File: src/rtl/mux4to1_rr_arbiter.sv
// mux4to1_rr_arbiter: round-robin arbiter with hold limit driving a 4:1 W-bit data mux
module mux4to1_rr_arbiter #(
  parameter int W        = 1,
  parameter int MAX_HOLD = 4
) (
  input  logic           clk,
  input  logic           rst,
  input  logic [3:0]     req,
  input  logic [4*W-1:0] data_in,
  output logic [3:0]     gnt,
  output logic [1:0]     sel,
  output logic           out_valid,
  output logic [W-1:0]   out_data
);
  localparam logic       IDLE      = 1'b0;
  localparam logic       GRANT     = 1'b1;
  localparam logic [7:0] HOLD_LAST = 8'(MAX_HOLD - 1);
  logic       state_q, state_d;
  logic [3:0] gnt_q, gnt_d;
  logic [1:0] sel_q, sel_d, ptr_q, ptr_d;
  logic [7:0] cnt_q, cnt_d;
  logic [3:0] others, cand;
  logic [1:0] start, win, idx;
  logic       release_w;
  always_comb begin
    others    = req & ~(4'b0001 << sel_q);
    release_w = !req[sel_q] || (cnt_q == HOLD_LAST && others != 4'b0000);
    // In GRANT the search starts just past the current holder, which also becomes the new ptr
    start     = state_q == GRANT ? sel_q + 2'd1 : ptr_q;
    cand      = state_q == GRANT ? others : req;
    win       = start;
    idx       = start;
    for (int k = 3; k >= 0; k--) begin
      idx = start + 2'(k);
      if (cand[idx]) win = idx;
    end
    state_d = state_q;
    gnt_d   = gnt_q;
    sel_d   = sel_q;
    ptr_d   = ptr_q;
    cnt_d   = cnt_q;
    if (state_q == IDLE) begin
      if (req != 4'b0000) begin
        state_d = GRANT;
        gnt_d   = 4'b0001 << win;
        sel_d   = win;
        cnt_d   = 8'd0;
      end
    end else if (!release_w) begin
      cnt_d = cnt_q == HOLD_LAST ? cnt_q : cnt_q + 8'd1;
    end else begin
      ptr_d   = sel_q + 2'd1;
      cnt_d   = 8'd0;
      state_d = others != 4'b0000 ? GRANT : IDLE;
      gnt_d   = others != 4'b0000 ? 4'b0001 << win : 4'b0000;
      sel_d   = others != 4'b0000 ? win : sel_q;
    end
  end
  always_ff @(posedge clk) begin
    if (rst) begin
      state_q <= IDLE;
      gnt_q   <= 4'b0000;
      sel_q   <= 2'd0;
      ptr_q   <= 2'd0;
      cnt_q   <= 8'd0;
    end else begin
      state_q <= state_d;
      gnt_q   <= gnt_d;
      sel_q   <= sel_d;
      ptr_q   <= ptr_d;
      cnt_q   <= cnt_d;
    end
  end
  assign gnt       = gnt_q;
  assign sel       = sel_q;
  assign out_valid = |gnt_q;
  assign out_data  = data_in[sel_q*W +: W];
endmodule

File: config.mk
export PLATFORM = sky130hd
export DESIGN_NAME = mux4to1_rr_arbiter
export DESIGN_NICKNAME = d
export VERILOG_FILES = /design/src/rtl/mux4to1_rr_arbiter.sv
export SDC_FILE = /design/constraint.sdc
export NUM_CORES = 1
export LEC_CHECK = 0
export ABC_AREA = 1
export CORE_AREA = 8 8 61 63
export DETAILED_ROUTE_END_ITERATION = 16
export DIE_AREA = 0 0 69 71
export PLACE_DENSITY = 0.73
export SYNTH_ARGS = -nofsm -noshare
export SYNTH_HDL_FRONTEND = slang
export SYNTH_SLANG_ARGS = --single-unit
File: constraint.sdc
create_clock -name clk -period 1.67 [get_ports clk]
set_input_delay 0.334 -clock clk [delete_from_list [all_inputs] [get_ports clk]]
set_output_delay 0.334 -clock clk [all_outputs]
set_load 0.005 [all_outputs]
==> impl_metrics.csv <==
group,metric,value,unit
synthesis,yosysMostFrequentCell,"nand2_1",
place,gp_congestion,0.9212,
status,violations,"setup timing",
synthesis,ys.flop_type,"dfxtp_1",
timing,worstMarginPinSlew,0.3775,ns
routing,viasPerCell,4.959,
setup_path,r2r_end,"gnt[1]$_SDFFE_PP0P_",
place,dp_hpwl,2497,µm
timing,min_period,1.771,ns
synthesis,synthesis.nets,232,
worst_hold_path,min_from,"gnt[1]$_SDFFE_PP0P_",
setup_path,cp-startpoint,"sel[0]$_SDFFE_PP0P_",
grt,grt_pass1_vias,1373,
timing,setup_slack,-0.1007,ns
routing,ant_nets,0,
grt,antenna_found_initial,0,
grt,overflow,0,
timing,final_hold_viol_count,0,
synthesis,synth_warnings,0,
setup_path,rr_worst_depth,16,
timing,slew_headroom,0.7460,
worst_hold_path,hold_path_class,"reg2reg",
die,die_w,69,µm
synthesis,async_flop_share,0,
routing,drt_iter0_markers,90,
grt,grt_first_pass_wirelength,5789,µm
power_and_ir_drop,power_density,1481,mW/mm²
routing,wl,3417,µm
synthesis,yosysTopAreaCell,"dfxtp_1",
clock_tree,cts_buffers,3,
clock_tree,cts.clk_slew.worst_paths,0.11,ns
power_and_ir_drop,irDropWorstVdd,1084,µV
timing,hold_ws,0.4813,ns
timing,grt_setup_unrepaired,"yes",
cells_and_area,drive_above_1_share,0.3320,
setup_path,r2r-start,"sel[0]$_SDFFE_PP0P_",
clock_tree,cts.sinks,17,
cells_and_area,antennaDiodeCount,0,
die,fp-row-count,20,
synthesis,synth_cells,217,
cells_and_area,area_growth,45.86,%
synthesis,synth-seq-cells,17,
die,io_pins,18,
setup_path,rrSetupSlack,-0.10,ns
routing,route.detailed.drc,0,
grt,grt_max_degree,11,
synthesis,synth.area.top_cells,"dfxtp_1 (26%), nand2_1 (23%), inv_1 (8.7%)",
synthesis,netlist_top_cells_count,"nand2_1 (80), inv_1 (30), a21oi_1 (18), dfxtp_1 (17), nand3_1 (15)",
clock_tree,clock_latency,0.29,ns
place,io_buffers,17,
power_and_ir_drop,p_leak,0.8972,nW
routing,wl_per_cell,11.70,µm
clock_tree,clock_path_buffers,2,
cells_and_area,final_net_count,275,
setup_path,crit_path_start_kind,"flip-flop",
timing,final_max_slew_viol_count,0,
synthesis,synth_edf_count,0,
clock_tree,htree_num_levels,1,
die,die_y,71,µm
synthesis,syn_area_per_cell,5.985,µm²
die,fp.coreArea,0.002853,mm²
timing,finalSetupViolCount,13,
cells_and_area,fin_cells,292,
setup_path,required,1.87,ns
place,post-place-cells,287,
status,status,"finished with violations",
place,place_area,0.001678,mm²
setup_path,worstSetupEndpoint,"gnt[1]$_SDFFE_PP0P_",
synthesis,synth_seq_area_share,0.2620,
timing,finalCritPeriodShare,1.060,
die,die_area,0.004899,mm²
routing,dr.pass1.iters,4,
routing,vias,1448,
synthesis,synth_top_cell_area_share,0.2620,
setup_path,cp.arrival,1.97,ns
power_and_ir_drop,finalPower,2.805,mW
clock_tree,cts_tree,"done",
timing,clock_skew,0.004755,ns
cells_and_area,final_cell_area,0.001894,mm²
grt,track_usage,0.1332,
setup_path,endpoint_kind,"flip-flop",
flow_run,maxCapViolations,0,
clock_tree,clock-root-buffer,"clkbuf_4",
setup_path,worstSetupPathType,"reg2reg",
timing,fmax,0.5647,GHz
setup_path,cp_max_fo,5,
synthesis,synth.distinct_cells,28,
synthesis,syn-cell-area,0.001299,mm²
die,initial_utilization,0.4553,
-- layer usage --
metal	vias up	global-route usage	wire, µm
li1	776	-	-
met1	653	0.1632	1576
met2	17	0.2377	1750
met3	2	0.01818	83
met4	0	0.03189	6
met5	-	0	0
-- how the worst min path moves through the flow --
stage,slack (ns),endpoint,cells past startpoint
5_1_grt,0.51,cnt_q[7]$_SDFFE_PP0P_,2
6_report,0.48,gnt[1]$_SDFFE_PP0P_,2
4_1_cts,0.48,ptr_q[1]$_SDFFE_PP0P_,2
3_3_place_gp,0.46,ptr_q[1]$_SDFFE_PP0P_,2
3_5_place_dp,0.47,ptr_q[1]$_SDFFE_PP0P_,2
2_1_floorplan,0.43,cnt_q[7]$_SDFFE_PP0P_,2
-- per-stage QoR --
step	util	TNS (ns)	worst slack, ns
2_1_floorplan	-	0	0.02255
3_3_place_gp	0.5882	-3.459	-0.2648
3_5_place_dp	0.5882	-3.782	-0.2709
4_1_cts	0.6272	-0.2106	-0.06903
5_1_grt	0.6640	-1.989	-0.1867
6_report	0.6640	-0.5965	-0.1007
-- cells in the final DEF (no fill, tap or decap), types with 2 or more instances in the layout --
cell type        netlist  final
nand2_1               80     60
inv_1                 30     27
o21ai_1                1      2
inv_4                  0      3
o21bai_1               2      2
nand2_2                4     18
clkbuf_4               0      3
a21oi_2                1      6
nor2_1                11     10
dfxtp_1               17     14
nand2_4                0      6
ha_4                   0      2
clkdlybuf4s50_1        0     14
o21ai_0                7      5
nand3_1               15     11
buf_4                  1     24
ha_1                   5      2
dfxtp_4                0      3
a21oi_1               18     12
xor2_1                 2      2
nand4_1                6      6
nand3_2                3      6
inv_2                  3      3
-- timing repair --
item	4_1_cts	5_1_grt
hold buffers	0	0
setup buffers	1	0
pin swaps	18	10
gates resized for setup	29	34
gates cloned	0	0
setup endpoints to repair	15	18
-- state kept, by name (all words and copies together), names as in the netlist --
name,flops
cnt_q,8
gnt,4
ptr_q,2
sel,2
state_q,1
-- power breakdown --
group | internal (mW) | total [mW] | switching (mW)
Clock | 0.0890 | 0.229 | 0.140
Combinational | 0.899 | 1.97 | 1.07
Sequential | 0.509 | 0.609 | 0.0996
Total | 1.50 | 2.80 | 1.31
-- critical path, cell delays in order, from the launching register on --
cell,delay [ns]
dfxtp_4,0.41
inv_6,0.05
ha_4,0.25
inv_2,0.05
nand2_2,0.05
nand2_4,0.08
nand2_1,0.07
nand2_2,0.09
nand2_2,0.05
nand2_1,0.07
nand2_1,0.07
nand2_2,0.07
nand2_1,0.07
nand2_2,0.07
nand2_1,0.08
nand3_2,0.08
nand2_1,0.05
-- cells by family after synthesis --
logic type	share of synthesized area
compound gates	0.1358
xor+xnor	0.01349
fa+ha+maj	0.04817
buf+inv	0.1156
flops	0.2620
simple gates	0.4249
-- layout make-up --
| type | count | area (µm²) |
|---|---|---|
| clock buffers | 3 | 22.52 |
| flip-flops and latches | 17 | 351.6 |
| well taps | 33 | 41.29 |
| multi-input cells | 163 | 987.2 |
| clock inverters | 1 | 5.005 |
| repair buffers | 41 | 346.6 |
| inverters | 34 | 140.1 |
| fillers | 279 | 958.4 |
Power figures use the tool's default switching activity.
